<file path="config.mk">
export PLATFORM = sky130hd
export DESIGN_NAME = ahbl_fabric_dec
export DESIGN_NICKNAME = d
export VERILOG_FILES = /design/src/rtl/ahbl_fabric_dec_pkg.sv /design/src/rtl/ahbl_fabric_dec_default_slave.sv /design/src/rtl/ahbl_fabric_dec.sv
export SDC_FILE = /design/constraint.sdc
export NUM_CORES = 1
export LEC_CHECK = 0
export CAP_MARGIN = 20
export CORE_AREA = 2 2 278 280
export CTS_CLUSTER_SIZE = 20
export DETAILED_ROUTE_END_ITERATION = 8
export DIE_AREA = 0 0 280 282
export DONT_BUFFER_PORTS = 1
export GPL_TIMING_DRIVEN = 0
export PLACE_DENSITY = 0.3
export SLEW_MARGIN = 20
export SYNTH_ARGS = -nofsm -noshare
export SYNTH_HDL_FRONTEND = slang
export SYNTH_SLANG_ARGS = --single-unit
</file>
<file path="constraint.sdc">
create_clock -name clk -period 3.6 [get_ports clk]
set_input_delay 0.9 -clock clk [delete_from_list [all_inputs] [get_ports clk]]
set_output_delay 0.9 -clock clk [all_outputs]
set_load 0.05 [all_outputs]
</file>
<file path="src/rtl/ahbl_fabric_dec_pkg.sv">
// Shared AHB-Lite fabric types: transfer encodings, response codes, default region map
// and the state encodings used by the data-phase select and the default slave.
package ahbl_fabric_dec_pkg;

    typedef enum logic [1:0] {
        HTRANS_IDLE   = 2'b00,
        HTRANS_BUSY   = 2'b01,
        HTRANS_NONSEQ = 2'b10,
        HTRANS_SEQ    = 2'b11
    } htrans_e;

    localparam logic HRESP_OKAY  = 1'b0;
    localparam logic HRESP_ERROR = 1'b1;

    localparam int AHBL_NUM_SLV    = 16;
    localparam int AHBL_ADDR_WIDTH = 32;
    localparam int AHBL_DATA_WIDTH = 32;

    // Default map: slave i owns the 64 KiB window at i << 16.
    function automatic logic [AHBL_NUM_SLV-1:0][AHBL_ADDR_WIDTH-1:0] ahbl_region_base();
        logic [AHBL_NUM_SLV-1:0][AHBL_ADDR_WIDTH-1:0] t;
        for (int i = 0; i < AHBL_NUM_SLV; i++) begin
            t[i] = AHBL_ADDR_WIDTH'(i) << 16;
        end
        return t;
    endfunction

    localparam logic [AHBL_NUM_SLV-1:0][AHBL_ADDR_WIDTH-1:0] AHBL_SLV_BASE = ahbl_region_base();
    localparam logic [AHBL_NUM_SLV-1:0][AHBL_ADDR_WIDTH-1:0] AHBL_SLV_MASK =
        {AHBL_NUM_SLV{32'hFFFF_0000}};

    typedef enum logic [1:0] {
        DSEL_NONE = 2'd0,
        DSEL_DEF  = 2'd1,
        DSEL_SLV  = 2'd2
    } dsel_e;

    typedef enum logic [1:0] {
        DS_IDLE = 2'd0,
        DS_ERR1 = 2'd1,
        DS_ERR2 = 2'd2
    } dslv_state_e;

endpackage

</file>
<file path="src/rtl/ahbl_fabric_dec_default_slave.sv">
// Internal default slave: answers unmapped or aborted transfers with the two-cycle
// AHB-Lite ERROR response. Outputs are registered alongside the state.
module ahbl_default_slave
    import ahbl_fabric_dec_pkg::*;
(
    input  logic        clk,
    input  logic        rstn,
    input  logic        sel_i,
    input  logic        force_err_i,
    input  logic        hready_i,
    output logic        hready_o,
    output logic        hresp_o,
    output dslv_state_e state_o
);

    dslv_state_e state_q;
    logic        hready_q;
    logic        hresp_q;

    always_ff @(posedge clk or negedge rstn) begin
        if (!rstn) begin
            state_q  <= DS_IDLE;
            hready_q <= 1'b1;
            hresp_q  <= HRESP_OKAY;
        end else if (force_err_i) begin
            state_q  <= DS_ERR1;
            hready_q <= 1'b0;
            hresp_q  <= HRESP_ERROR;
        end else begin
            case (state_q)
                DS_IDLE: begin
                    if (hready_i && sel_i) begin
                        state_q  <= DS_ERR1;
                        hready_q <= 1'b0;
                        hresp_q  <= HRESP_ERROR;
                    end
                end
                DS_ERR1: begin
                    state_q  <= DS_ERR2;
                    hready_q <= 1'b1;
                    hresp_q  <= HRESP_ERROR;
                end
                DS_ERR2: begin
                    // hready is high here, so the pending address phase is captured now.
                    if (hready_i && sel_i) begin
                        state_q  <= DS_ERR1;
                        hready_q <= 1'b0;
                        hresp_q  <= HRESP_ERROR;
                    end else begin
                        state_q  <= DS_IDLE;
                        hready_q <= 1'b1;
                        hresp_q  <= HRESP_OKAY;
                    end
                end
                default: begin
                    state_q  <= DS_IDLE;
                    hready_q <= 1'b1;
                    hresp_q  <= HRESP_OKAY;
                end
            endcase
        end
    end

    assign hready_o = hready_q;
    assign hresp_o  = hresp_q;
    assign state_o  = state_q;

endmodule

</file>
<file path="src/rtl/ahbl_fabric_dec.sv">
// AHB-Lite one-master fabric: base/mask address decode, registered data-phase select,
// response mux, internal default slave and a wait-state watchdog that quarantines slaves.
module ahbl_fabric_dec
    import ahbl_fabric_dec_pkg::*;
#(
    parameter int NUM_SLV     = AHBL_NUM_SLV,
    parameter int ADDR_WIDTH  = AHBL_ADDR_WIDTH,
    parameter int DATA_WIDTH  = AHBL_DATA_WIDTH,
    parameter logic [NUM_SLV-1:0][ADDR_WIDTH-1:0] SLV_BASE = AHBL_SLV_BASE,
    parameter logic [NUM_SLV-1:0][ADDR_WIDTH-1:0] SLV_MASK = AHBL_SLV_MASK,
    parameter int TIMEOUT_CYC = 256
) (
    input  logic                          clk,
    input  logic                          rstn,
    input  logic [ADDR_WIDTH-1:0]         ahbl_haddr,
    input  logic [2:0]                    ahbl_hburst,
    input  logic                          ahbl_hmastlock,
    input  logic [3:0]                    ahbl_hprot,
    input  logic [2:0]                    ahbl_hsize,
    input  logic [1:0]                    ahbl_htrans,
    input  logic [DATA_WIDTH-1:0]         ahbl_hwdata,
    input  logic                          ahbl_hwrite,
    output logic [DATA_WIDTH-1:0]         ahbl_hrdata,
    output logic                          ahbl_hready,
    output logic                          ahbl_hresp,
    output logic [NUM_SLV-1:0]            s_hsel,
    output logic                          s_hready,
    input  logic [NUM_SLV*DATA_WIDTH-1:0] s_hrdata,
    input  logic [NUM_SLV-1:0]            s_hreadyout,
    input  logic [NUM_SLV-1:0]            s_hresp,
    output logic                          timeout_o,
    output logic [ADDR_WIDTH-1:0]         err_addr_o,
    output logic [NUM_SLV-1:0]            quarantine_o
);

    localparam int IDX_W = (NUM_SLV > 1) ? $clog2(NUM_SLV) : 1;
    localparam int WD_W  = (TIMEOUT_CYC > 0) ? $clog2(TIMEOUT_CYC + 1) : 1;
    localparam bit WD_EN = (TIMEOUT_CYC > 0);
    localparam logic [WD_W-1:0] WD_LAST = (TIMEOUT_CYC > 0) ? WD_W'(TIMEOUT_CYC - 1) : '0;

    dsel_e                 dsel_q, dsel_d;
    logic [IDX_W-1:0]      dsel_idx_q, dsel_idx_d;
    logic [ADDR_WIDTH-1:0] daddr_q, daddr_d;
    logic [WD_W-1:0]       wdog_q, wdog_d;
    logic [NUM_SLV-1:0]    quar_q, quar_d;
    logic [ADDR_WIDTH-1:0] err_addr_q, err_addr_d;

    logic             active;
    logic             dec_hit;
    logic [IDX_W-1:0] dec_idx;
    logic             dec_slv;
    logic             dec_def;
    logic             slv_waiting;
    logic             abort;
    logic             def_hready;
    logic             def_hresp;
    dslv_state_e      def_state;

    // Control and write data reach the slaves straight from the master bus.
    logic unused_bcast;
    assign unused_bcast = ^{ahbl_hburst, ahbl_hmastlock, ahbl_hprot, ahbl_hsize,
                            ahbl_hwdata, ahbl_hwrite, ahbl_htrans[0], def_state};

    assign active = ahbl_htrans[1];

    // Descending scan so the lowest matching index is the one left standing.
    always_comb begin
        dec_hit = 1'b0;
        dec_idx = '0;
        for (int i = NUM_SLV - 1; i >= 0; i--) begin
            if ((ahbl_haddr & SLV_MASK[i]) == SLV_BASE[i]) begin
                dec_hit = 1'b1;
                dec_idx = IDX_W'(i);
            end
        end
        dec_slv = active && dec_hit && !quar_q[dec_idx];
        dec_def = active && !dec_slv;
        s_hsel  = '0;
        if (dec_slv) begin
            s_hsel[dec_idx] = 1'b1;
        end
    end

    always_comb begin
        ahbl_hready = 1'b1;
        ahbl_hresp  = HRESP_OKAY;
        ahbl_hrdata = '0;
        case (dsel_q)
            DSEL_DEF: begin
                ahbl_hready = def_hready;
                ahbl_hresp  = def_hresp;
            end
            DSEL_SLV: begin
                ahbl_hready = s_hreadyout[dsel_idx_q];
                ahbl_hresp  = s_hresp[dsel_idx_q];
                ahbl_hrdata = s_hrdata[dsel_idx_q*DATA_WIDTH +: DATA_WIDTH];
            end
            default: ;
        endcase
    end

    assign s_hready    = ahbl_hready;
    assign slv_waiting = (dsel_q == DSEL_SLV) && !s_hreadyout[dsel_idx_q];
    assign abort       = WD_EN && slv_waiting && (wdog_q == WD_LAST);

    always_comb begin
        dsel_d     = dsel_q;
        dsel_idx_d = dsel_idx_q;
        daddr_d    = daddr_q;
        wdog_d     = wdog_q;
        quar_d     = quar_q;
        err_addr_d = err_addr_q;
        if (abort) begin
            // Hand the stuck data phase to the default slave to finish with ERROR.
            dsel_d             = DSEL_DEF;
            wdog_d             = '0;
            quar_d[dsel_idx_q] = 1'b1;
            err_addr_d         = daddr_q;
        end else if (ahbl_hready) begin
            wdog_d     = '0;
            dsel_idx_d = dec_idx;
            daddr_d    = ahbl_haddr;
            if (dec_slv) begin
                dsel_d = DSEL_SLV;
            end else if (dec_def) begin
                dsel_d     = DSEL_DEF;
                err_addr_d = ahbl_haddr;
            end else begin
                dsel_d = DSEL_NONE;
            end
        end else if (WD_EN && slv_waiting) begin
            wdog_d = wdog_q + 1'b1;
        end
    end

    always_ff @(posedge clk or negedge rstn) begin
        if (!rstn) begin
            dsel_q     <= DSEL_NONE;
            dsel_idx_q <= '0;
            daddr_q    <= '0;
            wdog_q     <= '0;
            quar_q     <= '0;
            err_addr_q <= '0;
        end else begin
            dsel_q     <= dsel_d;
            dsel_idx_q <= dsel_idx_d;
            daddr_q    <= daddr_d;
            wdog_q     <= wdog_d;
            quar_q     <= quar_d;
            err_addr_q <= err_addr_d;
        end
    end

    ahbl_default_slave u_default_slave (
        .clk         (clk),
        .rstn        (rstn),
        .sel_i       (dec_def),
        .force_err_i (abort),
        .hready_i    (ahbl_hready),
        .hready_o    (def_hready),
        .hresp_o     (def_hresp),
        .state_o     (def_state)
    );

    assign timeout_o    = abort;
    assign err_addr_o   = err_addr_q;
    assign quarantine_o = quar_q;

endmodule

</file>
==> reports/qor.txt, run 1 <==
Synth Area per Inst -> 11.8 um^2
share of layout cells above drive strength 1 -> 46.0%
initial DRC count -> 644
TritonRoute pass-1 iters -> 6
leakage -> 4.22 nW
die area -> 0.0790 mm^2
Worst setup EP type -> output pin
total congestion overflow -> 0
# rows -> 101
Netlist cell types -> 58
logic gate share of total power -> 28.6%
Post-synth EDFFs -> 0
ys async rst share -> 100%
vias per inst -> 4.54
Clock Path Buffers -> 2
Avg WL per Cell -> 37.2 um
post-detail-place hpwl -> 58200 um
vias in the first global route -> 8243
Worst Tran Pin Value -> 0.934 ns
CTS Buf Count -> 9
I/O pin cnt -> 724
initial antenna violation count -> 97
# Max-Cap Violations -> 0
Max Fclk -> 236 MHz
worst clock skew -> 0.0147 ns
htree depth -> 3
Net Sw Power -> 2.33 mW
most used flip-flop cell after synthesis -> dfrtp_1
post-synthesis instance area -> 0.00900 mm^2
Hold Crit Class -> input pin to async pin
CTS tree -> built
Seq pwr share -> 50.5%
crit path time final -> 4.24 ns
CTS root buffer -> clkbuf_16
Tcrit/Tclk final -> 118%
critical path class -> input pin to output pin
cell taking the most area after synthesis -> mux4_2
Final WS setup -> -0.639 ns
Worst-path clk slew -> 0.08 ns
Net Sw Frac -> 47.6%
Mapped Nets -> 1388
Chip Height -> 282 um
Worst EP required -> 2.70 ns
initial core utilization -> 11.9%
CP max FO -> 8
yosys warns -> 0
final setup fails -> 19
max-slew violations -> 0
largest net degree at the start of global routing -> 100
clock power share -> 20.9%
Tot GR Track Use -> 16.6%
Finished Core Util -> 15.9%
Routed WL -> 68800 um
DRC -> 0
via count -> 8389
# nets final -> 1451
Seq/Total Area, Yosys -> 27.6%
top cell type's share of synthesized area -> 41.3%
first-pass GRT wire length -> 85700 um
area grow syn2layout -> 34.0%
RSZ-0062 raised after global routing -> true
synthesized flop and latch total -> 99
final hold vios -> 0
Fillers -> 8336
die width -> 280 um
Clock Sinks -> 99
Syn Inst Count -> 760
startpoint types -> input pin
Routed Antenna Nets -> 0
PwrDens -> 405 mW/mm^2
status -> finished with violations
failing checks -> negative setup slack
Rel. slew slack -> 37.7%
internal power -> 2.56 mW
clock latency on the worst-skew pair -> 0.39 ns
CP Data Arrival Time -> 3.34 ns
peak supply drop -> 0.250 mV
Pwr Total -> 4.89 mW
synth top area cells -> mux4_2, dfrtp_1, nand2_1
Placeable Area -> 0.0757 mm^2
IO buf count -> 0
RePlAce Congestion -> 0.986
## power by group through the flow
| stage | clock network, mW | registers, mW | logic (mW) |
|---|---|---|---|
| floorplan | 0 | 2.37 | 1.03 |
| finish | 1.02 | 2.47 | 1.40 |
| global route | 1.09 | 2.51 | 1.56 |
| CTS | 1.07 | 2.48 | 1.42 |
| detailed placement | 0 | 2.50 | 1.39 |
| global placement | 0 | 2.49 | 1.38 |
## through the flow
stage | setup slack [ns] | hold slack, ns | area, um^2 | std cells | setup TNS (ns)
6_report | -0.639 | 0.199 | 12100 | 1849 | -4.96
5_1_grt | -0.765 | 0.179 | 12000 | 1822 | -7.19
4_1_cts | -0.737 | 0.179 | 11600 | 1783 | -6.46
3_5_place_dp | -1.14 | 0.456 | 10300 | 1739 | -37.93
3_3_place_gp | -1.55 | 0.450 | 10300 | 1738 | -66.45
2_1_floorplan | -0.628 | 0.434 | 9070 | 760 | -4.88
## cell usage after synthesis, types with 3 or more instances
library cell,number
buf_2,10
nor3_1,8
ha_1,4
o21ai_0,6
o21bai_1,5
mux2i_1,29
or3_1,6
buf_1,14
nand4_1,3
mux4_2,165
and2_1,34
or4_4,3
a221oi_2,12
a22oi_1,6
clkbuf_1,43
a22o_1,4
nor2b_1,3
nand2_1,124
a21o_1,11
nor4_1,5
nor2_1,64
a21oi_1,24
dfrtp_1,98
and3_1,3
o21ai_1,13
a31o_1,3
inv_1,11
nand3_1,7
o211ai_1,3
## final timing paths
check	from	cells past startpoint	to	slack, ns
hold reg to reg	daddr_q[25]	2	daddr_q[25]	0.47
max in group asynchronous	rstn	0	u_default_slave.hready_o	3.14
min in group clk	daddr_q[25]	2	daddr_q[25]	0.47
setup / recovery	ahbl_haddr[25]	8	s_hsel[5]	-0.64
hold / removal	rstn	0	err_addr_o[7]	0.20
setup reg to reg	dsel_idx_q[3]	11	daddr_q[13]	0.34
## final cells by class
type                            instances  area, um^2  area share, %
Timing Repair Buffer                   55         656           5.44
Inverter                               14        60.1          0.498
Sequential cell                        99        2480           20.6
Antenna cell                           43         108          0.893
Clock inverter                          7        65.1          0.540
Multi-Input combinational cell        575        6500           53.9
Buffer                                 69         733           6.08
Tap cell                              978        1220           10.2
Clock buffer                            9         225           1.87
## kinds of logic (layout without fill, tap and decap cells)
| logic type | count (synthesis) | in the layout | synth area share (%) |
|---|---|---|---|
| and+or+nand+nor | 266 | 266 | 13.4 |
| AOI/OAI and AO/OA | 105 | 105 | 8.98 |
| muxes | 197 | 197 | 44.9 |
| other | 0 | 43 | 0 |
| DFF | 99 | 99 | 27.6 |
| buffers and inverters | 86 | 154 | 4.30 |
| adders and majority gates | 4 | 4 | 0.556 |
| xor gates and xnor gates | 3 | 3 | 0.292 |
## sequential cells by signal, indices dropped and copies added (netlist names), 2 cells and up
name	cells
dsel_q	2
quarantine_o	16
err_addr_o	32
dsel_idx_q	4
daddr_q	32
u_default_slave.state_o	2
wdog_q	9
## cells in the final DEF (no fill, tap or decap), types with 11 or more instances in the layout
cell	instances
buf_12	18
nor2_1	56
a21oi_1	24
diode_2	43
buf_6	26
a21o_1	11
and2_4	32
clkbuf_16	17
inv_1	11
mux2i_1	21
clkbuf_1	20
buf_4	28
mux4_2	165
nand2_1	123
o21ai_1	12
dfrtp_1	93
a221oi_2	12
## layer usage
metal  wire length, um  GRT usage (%)  vias up
met2             31100           26.7      730
met4              1980           4.37       52
met1             26700           19.7     4238
met5               354              0        -
li1                  -              -     3178
met3              8670           7.88      191
## worst max-delay path: stages
cell and delay, ns:
or4_4 0.56, nor3_4 0.27, mux2i_2 0.32, o22ai_2 0.13, or3_1 0.34, buf_6 0.16, buf_6 0.12, nor3_4 0.53
## timing repair
| action | CTS | global route |
|---|---|---|
| cloned | 1 | 3 |
| setup endpoints to repair | 83 | 46 |
| pin swaps | 10 | 13 |
| hold buffers | 0 | 0 |
| setup buffers | 28 | 22 |
| endpoints found under the hold margin | 0 | 0 |
| resized for setup | 238 | 30 |
Power figures use the tool's default switching activity.
==> run 2, diff against run 1 <==
--- a/config.mk
+++ b/config.mk
@@ -5,7 +5,6 @@
 export SDC_FILE = /design/constraint.sdc
 export NUM_CORES = 1
 export LEC_CHECK = 0
-export CAP_MARGIN = 20
 export CORE_AREA = 2 2 278 280
 export CTS_CLUSTER_SIZE = 20
 export DETAILED_ROUTE_END_ITERATION = 8
@@ -13,6 +12,7 @@
 export DONT_BUFFER_PORTS = 1
 export GPL_TIMING_DRIVEN = 0
 export PLACE_DENSITY = 0.3
+export SETUP_SLACK_MARGIN = 0.2
 export SLEW_MARGIN = 20
 export SYNTH_ARGS = -nofsm -noshare
 export SYNTH_HDL_FRONTEND = slang
==> run 2 against run 1 <==
Effect of this change: critical path depth decreased by 1; register-to-register slack better by 0.14 ns; clock-buffer cell count increased by 1; combinational power about the same; wire length shrank 0.60%; the run still ends with negative setup slack left; worst setup slack got worse by 0.089 ns; flip-flop and latch count unchanged; total power is 0.48% lower; clock power about the same; sequential share of layout area down 0.58 points; die area unchanged.
==> reports/qor.txt, run 2 (synthesis gave the netlist of run 1 again) <==
Net Sw Frac -> 47.3%
PwrDens -> 393 mW/mm^2
die area -> 0.0790 mm^2
CP Data Arrival Time -> 3.43 ns
Tcrit/Tclk final -> 120%
final hold vios -> 0
vias per inst -> 4.51
Avg WL per Cell -> 36.7 um
failing checks -> negative setup slack
RePlAce Congestion -> 0.979
I/O pin cnt -> 724
TritonRoute pass-1 iters -> 5
# Max-Cap Violations -> 0
Rel. slew slack -> 36.3%
CTS Buf Count -> 9
DRC -> 0
Seq pwr share -> 50.6%
most common cell after layout, fill and taps aside -> mux4_2
Worst EP required -> 2.70 ns
Max Fclk -> 231 MHz
peak supply drop -> 0.248 mV
max-slew violations -> 0
Clock Path Buffers -> 2
clock power share -> 20.6%
IO buf count -> 0
worst r2r path cells -> 11
Clock Sinks -> 99
Routed WL -> 68400 um
area grow syn2layout -> 37.6%
critical path class -> input pin to output pin
status -> finished with violations
Worst-path clk slew -> 0.09 ns
worst clock skew -> 0.0147 ns
internal power -> 2.56 mW
Placeable Area -> 0.0757 mm^2
CTS root buffer -> clkbuf_16
Final WS setup -> -0.729 ns
largest net degree at the start of global routing -> 100
# rows -> 101
CP max FO -> 8
htree depth -> 3
Chip Height -> 282 um
total congestion overflow -> 0
share of layout cells above drive strength 1 -> 46.6%
Hold WS -> 0.200 ns
via count -> 8408
logic gate share of total power -> 28.8%
Tot GR Track Use -> 16.7%
post-detail-place hpwl -> 56700 um
leakage -> 4.36 nW
Net Sw Power -> 2.30 mW
Finished Core Util -> 16.4%
Worst setup EP type -> output pin
startpoint types -> input pin
first-pass GRT wire length -> 86100 um
commonest non-fill, non-tap cells in the layout -> mux4_2, nand2_1, dfrtp_1
Cells after DPL -> 1738
Post-Layout Cell Count -> 1865
Hold Crit Class -> input pin to async pin
clock latency on the worst-skew pair -> 0.38 ns
initial DRC count -> 742
# nets final -> 1465
initial antenna violation count -> 105
die width -> 280 um
Hold Buf Count CTS -> 0
initial core utilization -> 11.9%
vias in the first global route -> 8265
crit path time final -> 4.33 ns
RSZ-0062 raised after global routing -> true
Routed Antenna Nets -> 0
final setup fails -> 30
setup tns final -> -6.41 ns
CTS tree -> built
Worst Tran Pin Value -> 0.955 ns
[run 2: final cells by class]
type / count / area [um^2]
fill: 8288 / 63300
multi-input combinational: 575 / 6510
sequential: 99 / 2480
tap: 978 / 1220
timing repair buffer: 66 / 888
buffer: 72 / 817
clock buffer: 10 / 229
antenna: 45 / 113
inverter: 14 / 62.6
clock inverter: 6 / 55.1
[run 2: worst paths after layout]
kind | from | to | slack, ns
worst max register to register | dsel_idx_q[3] | daddr_q[11] | 0.48
max in group asynchronous | rstn | u_default_slave.hready_o | 3.15
min in group clk | daddr_q[1] | daddr_q[1] | 0.47
worst min-delay path | rstn | err_addr_o[13] | 0.20
worst max-delay path | ahbl_haddr[31] | s_hsel[1] | -0.73
worst min register to register | daddr_q[1] | daddr_q[1] | 0.47
[run 2: metrics by stage]
stage | power (mW) | setup slack, ns | cell area [um^2]
5_1_grt | 5.14 | -0.781 | 12300
3_3_place_gp | 3.86 | -1.46 | 10300
6_report | 4.86 | -0.729 | 12400
4_1_cts | 4.93 | -0.744 | 12000
3_5_place_dp | 3.88 | -1.16 | 10300
2_1_floorplan | 3.40 | -0.628 | 9090
[run 2: what timing repair did]
| item | in CTS | in global routing |
|---|---|---|
| buffers inserted | 45 | 15 |
| resized for setup | 259 | 23 |
| endpoints found under the setup margin | 99 | 61 |
| pin swaps | 12 | 8 |
| endpoints found under the hold margin | 0 | 0 |
| cloned | 6 | 0 |
[run 2: per-layer routing]
layer / vias up / routed length (um) / global-route usage (%)
li1: 3205 / - / -
met1: 4248 / 26700 / 20.1
met2: 715 / 30600 / 26.0
met3: 182 / 8570 / 8.29
met4: 58 / 2160 / 4.76
met5: - / 398 / 0
[run 2: worst max-delay path: stages]
cell	delay [ns]
or4_4	0.59
nor3_4	0.28
mux2i_2	0.34
o21ai_2	0.10
or3_1	0.39
buf_6	0.16
nor4b_4	0.66
[run 2: power by group through the flow]
stage / logic, mW / clock network [mW] / registers (mW)
6_report: 1.40 / 1.00 / 2.46
3_5_place_dp: 1.38 / 0 / 2.50
3_3_place_gp: 1.37 / 0 / 2.50
5_1_grt: 1.55 / 1.09 / 2.51
4_1_cts: 1.41 / 1.04 / 2.47
2_1_floorplan: 1.03 / 0 / 2.37
==> run 3, diff against run 2 <==
--- a/config.mk
+++ b/config.mk
@@ -5,10 +5,11 @@
 export SDC_FILE = /design/constraint.sdc
 export NUM_CORES = 1
 export LEC_CHECK = 0
-export CORE_AREA = 2 2 278 280
+export CORE_AREA = 2 2 279 281
+export CTS_BUF_LIST = sky130_fd_sc_hd__clkbuf_4 sky130_fd_sc_hd__clkbuf_8 sky130_fd_sc_hd__clkbuf_16
 export CTS_CLUSTER_SIZE = 20
 export DETAILED_ROUTE_END_ITERATION = 8
-export DIE_AREA = 0 0 280 282
+export DIE_AREA = 0 0 281 283
 export DONT_BUFFER_PORTS = 1
 export GPL_TIMING_DRIVEN = 0
 export PLACE_DENSITY = 0.3
@@ -16,4 +17,5 @@
 export SLEW_MARGIN = 20
 export SYNTH_ARGS = -nofsm -noshare
 export SYNTH_HDL_FRONTEND = slang
+export SYNTH_HIERARCHICAL = 1
 export SYNTH_SLANG_ARGS = --single-unit
==> run 3 against run 2 <==
Effect of this change: the run still ends with negative setup slack left; clock-buffer cell count increased by 2; flip-flop and latch count unchanged; non-clock buffer count grew 19; wire length is 18% higher; cell count is 0.16% higher; die area up 0.71%; critical path depth is the same; global-route usage is 2.5 points higher; worst setup slack better by 0.24 ns; critical path type is now flip-flop to output pin; critical endpoint is now s_hsel[4].
==> reports/qor.txt, run 3 <==
status -> finished with violations
failing checks -> negative setup slack
Clock Sinks -> 99
CP max FO -> 3
# Max-Cap Violations -> 0
Worst EP required -> 2.70 ns
CTS tree -> built
setup slack, reg-to-reg -> 0.58 ns
area of the multi-input gates -> 0.00647 mm^2
CTS root buffer -> clkbuf_16
die width -> 281 um
largest net degree at the start of global routing -> 100
commonest cells in the netlist -> mux4_2, dfrtp_1, clkbuf_1
Reg area -> 0.00250 mm^2
Worst-path clk slew -> 0.08 ns
final setup fails -> 26
peak supply drop -> 0.246 mV
most common cell in the netlist -> mux4_2
Tcrit/Tclk final -> 114%
Worst Tran Pin Value -> 0.896 ns
synth top area cells -> mux4_2, dfrtp_1, mux2_2
Fillers -> 8411
critical path class -> flip-flop to output pin
Seq/Total Area, Yosys -> 27.3%
clock latency on the worst-skew pair -> 0.37 ns
die area -> 0.0795 mm^2
most common cell after layout, fill and taps aside -> mux4_2
final hold vios -> 0
crit-path leading delay family -> multiplexers
worst-path cell chain -> mux4_2 -> mux2_4 -> a2111o_1 -> buf_6 -> or4_4 -> buf_12 -> nor2_4
RePlAce Congestion -> 0.979
Hold Buf Count CTS -> 0
pre-CTS setup slack -> -1.50 ns
vias per inst -> 4.65
cell taking the most area after synthesis -> mux4_2
area grow syn2layout -> 39.2%
share of layout cells above drive strength 1 -> 54.2%
Post-Layout Cell Count -> 1868
startpoint types -> flip-flop
htree depth -> 3
Routed WL -> 80400 um
via count -> 8695
Routed Antenna Nets -> 0
IO buf count -> 0
Synth Area per Inst -> 12.9 um^2
critical path's largest stage delay -> 0.60 ns
Crit path buffers/inverters -> 2
Final WS setup -> -0.489 ns
DRC -> 0
Chip Height -> 283 um
first-pass GRT wire length -> 97300 um
RSZ-0062 raised after global routing -> true
initial core utilization -> 11.9%
max-slew violations -> 0
Netlist cell types -> 54
worst clock skew -> 0.0116 ns
vias in the first global route -> 8253
worst r2r path cells -> 9
Mapped Nets -> 1333
Placeable Area -> 0.0767 mm^2
# nets final -> 1415
Worst setup EP type -> output pin
I/O pin cnt -> 724
crit path time final -> 4.09 ns
commonest non-fill, non-tap cells in the layout -> mux4_2, dfrtp_1, nand4_1
Syn Inst Count -> 705
Hold Crit Class -> input pin to async pin
ys async rst share -> 100%
synthesized flop and latch total -> 99
top cell type's share of synthesized area -> 42.6%
Tot GR Track Use -> 19.1%
Post-synth EDFFs -> 0
post-detail-place hpwl -> 68300 um
Avg WL per Cell -> 43.0 um
# rows -> 102
TritonRoute pass-1 iters -> 6
total congestion overflow -> 0
PwrDens -> 382 mW/mm^2
CTS Buf Count -> 9
r2r startpoint -> quarantine_o[0]
Rel. slew slack -> 40.2%
CP Data Arrival Time -> 3.19 ns
Max Fclk -> 245 MHz
initial antenna violation count -> 97
post-synthesis instance area -> 0.00909 mm^2
yosys warns -> 6
Cells after DPL -> 1745
Slowest cell on crit path -> dfrtp_4
most used flip-flop cell after synthesis -> dfrtp_1
initial DRC count -> 701
Worst R2R End -> err_addr_o[14]
Clock Path Buffers -> 2
leakage -> 4.19 nW
==> run 3: cell types whose count changed in the layout (fill, tap and decap cells not counted), moves of 12 or more <==
cell / before / now
nor2_1: 56 / 9
nand4_1: 3 / 36
nand2_1: 124 / 14
a221oi_2: 12 / 0
mux2_2: 2 / 32
a31oi_1: 2 / 33
o31ai_1: 2 / 32
mux2i_1: 20 / 2
==> run 3: per-stage QoR <==
stage	area [um^2]	utilization, %	setup TNS [ns]	hold slack, ns	power, mW
2_1_floorplan	9230	-	-6.41	0.432	3.29
6_report	12700	16.5	-6.14	0.217	4.83
5_1_grt	12600	16.4	-9.79	0.187	5.08
4_1_cts	11800	15.4	-8.87	0.191	4.89
3_3_place_gp	10500	13.7	-84.69	0.459	3.72
3_5_place_dp	10500	13.7	-65.29	0.463	3.74
==> run 3: per-layer routing <==
layer,vias up,wire length (um),global-route usage (%)
li1,3185,-,-
met1,4488,29000,21.7
met2,791,38500,32.1
met3,171,10500,10.2
met4,60,1880,3.29
met5,-,547,0
==> run 3: cells by family (layout without fill, tap and decap cells) <==
family	count (synthesis)	in the layout	share of synthesized area (%)
XOR/XNOR	5	5	0.482
multiplexers	208	208	47.0
other	0	36	0
buffers and inverters	99	186	4.79
flip-flops	99	99	27.3
AO/OA/AOI/OAI	142	142	10.7
adder cells (fa/ha/maj)	4	4	0.550
AND/OR/NAND/NOR	148	148	9.14
==> run 3: worst reg2reg max path, cell delays in order (launching register included) <==
cell      delay, ns
dfrtp_1        0.67
mux4_2         0.34
nor3b_1        0.42
a2111o_1       0.17
buf_6          0.09
buf_4          0.15
buf_4          0.21
clkbuf_1       0.52
nand4_1        0.17
a31oi_1        0.21
==> run 3: layout make-up <==
class / count / area share (%)
Multi-Input combinational cell: 507 / 51.2
Clock buffer: 12 / 2.01
Antenna cell: 36 / 0.712
Clock inverter: 4 / 0.267
Timing Repair Buffer: 71 / 7.55
Sequential cell: 99 / 19.7
Inverter: 13 / 0.672
Tap cell: 1040 / 10.3
Buffer: 86 / 7.62
==> run 3: how the worst max path moves through the flow <==
stage	start	cells after the start	to	slack [ns]
floorplan	ahbl_haddr[17]	6	s_hsel[6]	-0.48
global placement	dsel_idx_q[1]	6	ahbl_hrdata[29]	-2.16
detailed placement	dsel_idx_q[1]	6	ahbl_hrdata[30]	-1.50
CTS	quarantine_o[15]	6	s_hsel[8]	-0.53
global route	quarantine_o[13]	7	s_hsel[4]	-0.54
finish	quarantine_o[15]	7	s_hsel[4]	-0.49
==> run 3: repair_timing <==
item | 4_1_cts | 5_1_grt
setup buffers | 27 | 30
endpoints found under the hold margin | 0 | 0
resized for setup | 233 | 51
setup endpoints to repair | 74 | 52
gates cloned | 3 | 11
pin swaps | 10 | 10
==> run 3: where the power goes <==
part           total (mW)  internal [mW]  switching (mW)  leakage (nW)
Clock               0.992          0.510           0.482         0.140
Sequential           2.39           1.47           0.920          1.23
Combinational        1.45          0.685           0.763          2.82
